$ cat config.mk
export PLATFORM = sky130hd
export DESIGN_NAME = register
export DESIGN_NICKNAME = d
export VERILOG_FILES = /design/src/rtl/register.sv
export SDC_FILE = /design/constraint.sdc
export NUM_CORES = 1
export LEC_CHECK = 0
export ABC_CLOCK_PERIOD_IN_PS = 850
export CAP_MARGIN = 20
export CORE_MARGIN = 8
export CORE_UTILIZATION = 37
export DETAILED_ROUTE_END_ITERATION = 6
export GPL_ROUTABILITY_DRIVEN = 0
export PLACE_DENSITY = 0.78
export SETUP_SLACK_MARGIN = 0.5
export SLEW_MARGIN = 20
export SYNTH_ARGS = -nofsm -noshare
export SYNTH_HDL_FRONTEND = slang
export SYNTH_SLANG_ARGS = --single-unit
$ cat constraint.sdc
create_clock -name clk -period 0.85 [get_ports clk]
set_input_delay 0.1275 -clock clk [delete_from_list [all_inputs] [get_ports clk]]
set_output_delay 0.1275 -clock clk [all_outputs]
set_load 0.005 [all_outputs]
$ cat src/rtl/register.sv
// Storage register with synchronous clear and write enable.
// Output is taken straight from the state flops.
module register #(
  parameter int unsigned WIDTH = 32,
  parameter logic [WIDTH-1:0] RESET_VALUE = '0
) (
  input  logic             clk,
  input  logic             clear,
  input  logic             write_enable,
  input  logic [WIDTH-1:0] input_val,
  output logic [WIDTH-1:0] output_val
);

  // Initialiser gives a defined power-up value in simulation.
  logic [WIDTH-1:0] state = RESET_VALUE;

  always_ff @(posedge clk) begin
    if (clear) begin
      state <= RESET_VALUE;
    end else if (write_enable) begin
      state <= input_val;
    end
  end

  assign output_val = state;

endmodule

==> impl_metrics.toml <==
[run_status]
outcome = "finished, violations left"
violations = "setup timing"

[final_layout]
nets = 212
finalCoreUtilization_pct = 67.11
final_area_um2 = 2032
area_delta_synth_final_pct = 74.62
diodes = 0
drive_gt1_share_pct = 45.51
largest_reg_flops = 32
fillers = 248
finalNonFillerCells = 222

[timing]
timing.hold.ws_ps = 285.9
fin_setup_tns_ps = -1644
layout_setup_ws_ps = -68.69
fmax_mhz = 1089
setup_viol = 32
fin_crit_sh_pct = 108.1
tightest_slew_ps = 154.2
finalHoldViolCount = 0
fin_crit_ps = 918.7
clock_skew_ps = 0
slew_headroom_pct = 89.42
rsz0062_at_grt = "true"
finalMaxSlewViolations = 0

[placement]
preCtsSetupSlack_ps = -169.2
dpl.cell_count = 210
dpl_cell_area_um2 = 1849
placement.io_buffers = 66

[setup_path]
max_stage_delay_ps = 360
cp.required_ps = 720
crit_fanout = 2
worstSetupStartpointType = "flip-flop"
crit_family = "flip-flops"
cp.buffers_inverters = 1
crit_path_end_kind = "output pin"
slowest_stage = "dfxtp_2"
path_cells = "buf_6"
criticalPathCategory = "flip-flop to output pin"
cp.arrival_ps = 790

[route]
first_iter_violations = 30
vias = 981
first_pass_iters = 4
drt-wirelength-per-cell_um = 15.34
drc_errors = 0
viasPerCell = 4.419
routed_wl_um = 3406
detail-route-antenna-nets = 0

[pwr]
pwr-share-comb_pct = 17.8
power_density_nw_per_um2 = 1669
switching_share_pct = 22.47
power_mw = 3.392
pwr-share-clk_pct = 32.9
switchingPower_uw = 762.0
p_leak_nw = 0.9413
power_frac_seq_pct = 49.2
ir_drop_mv = 0.8888
power.internal_mw = 2.630

[yosys]
syn_area_per_cell_um2 = 11.30
yosys_warnings = 0
ys_seq_area_share_pct = 55.05
ys_types = 6
ys_ff_latch = 32
syn_area_um2 = 1164
syn-num-nets = 138
syn_inst = 103

[cts]
clk_pin_slew_ps = 100
cts.sinks = 32
ctsLongestPathBuffers = 2
clk_latency_ps = 330
root_buffer = "clkbuf_4"
numCtsBuffers = 5
cts_tree = "yes"
cts_max_level = 2

[grt]
grt_use_total_pct = 13.54
grt_pass1_wl_um = 5416
grt_overflow_total = 0
grt_max_degree = 19
grt_pass1_vias = 1100
antenna_found_initial = 0

[floorplanning]
start_util_pct = 38.43
die_width_um = 72.08
die_h_um = 72.08
core_area_um2 = 3028
die_area_um2 = 5196
io_pins = 67
fp-row-count = 20

[min_path]
hp-class = "input port to flip-flop"

[job]
drv_cap = 0
==> Yosys cell counts <==
cell type / count / share of area (%)
buf_12: 3 / 5.2
buf_6: 1 / 0.97
clkbuf_1: 3 / 0.97
dfxtp_1: 32 / 55
mux2i_1: 32 / 28
nor2_1: 32 / 10
==> worst min-delay path, cell delays in order <==
cell and delay, ps:
dlygate4sd2_1 260, buf_6 150, nor2_1 50
==> layer usage <==
layer | global-route usage, % | up-vias | share of wire (%) | routed length, µm
met2 | 21.16 | 44 | 49 | 1655
met3 | 7.163 | 10 | 9.3 | 316
met5 | 0 | - | 0 | 0
li1 | - | 484 | - | -
met4 | 8.163 | 0 | 2.2 | 76
met1 | 14.04 | 443 | 40 | 1358
==> final cells by class <==
class / instances / area, µm² / area share [%]
clock buffer: 6 / 41.29 / 2.032
tap: 44 / 55.05 / 2.709
timing repair buffer: 74 / 767.0 / 37.75
clock inverter: 2 / 35.03 / 1.724
multi-input combinational: 64 / 452.9 / 22.29
sequential: 32 / 680.7 / 33.50
==> cells by family (layout without fill, tap and decap cells) <==
family | Yosys count | in the layout | synth area share [%]
buffers and inverters | 7 | 82 | 7.097
flip-flops | 32 | 32 | 55.05
multiplexers | 32 | 32 | 27.53
AND/OR/NAND/NOR | 32 | 32 | 10.32
==> cells in the final DEF, fill, tap and decap left out, types with 2 or more instances in the layout <==
| cell | Yosys | final |
|---|---|---|
| clkbuf_4 | 0 | 5 |
| buf_6 | 1 | 32 |
| mux2i_1 | 32 | 31 |
| nor2_1 | 32 | 32 |
| dfxtp_2 | 0 | 32 |
| clkdlybuf4s50_1 | 0 | 32 |
| buf_12 | 3 | 2 |
| buf_2 | 0 | 6 |
==> timing repair <==
action,CTS,global route
setup buffers,3,0
gates cloned,1,0
endpoints found under the setup margin,64,64
hold buffers,0,0
hold endpoints to repair,0,0
resized for setup,181,12
pin swaps,3,6
==> path summary, 6_finish.rpt <==
path	startpoint	to	slack (ps)	cells past startpoint
worst max-delay path	output_val[0]$_SDFFE_PP0P_	output_val[0]	-70	1
worst min-delay path	clear	output_val[1]$_SDFFE_PP0P_	290	3
worst max register to register	output_val[0]$_SDFFE_PP0P_	output_val[0]$_SDFFE_PP0P_	100	3
worst min register to register	output_val[8]$_SDFFE_PP0P_	output_val[8]$_SDFFE_PP0P_	490	2
==> power by group through the flow <==
stage	Combinational, mW	Clock, mW	Sequential, mW
finish	0.605	1.12	1.67
global route	0.653	1.21	1.68
CTS	0.575	1.15	1.66
detailed placement	0.580	0	1.67
global placement	0.563	0	1.67
floorplan	0.213	0	1.67
Note: power is estimated with default switching activity, not from simulation.
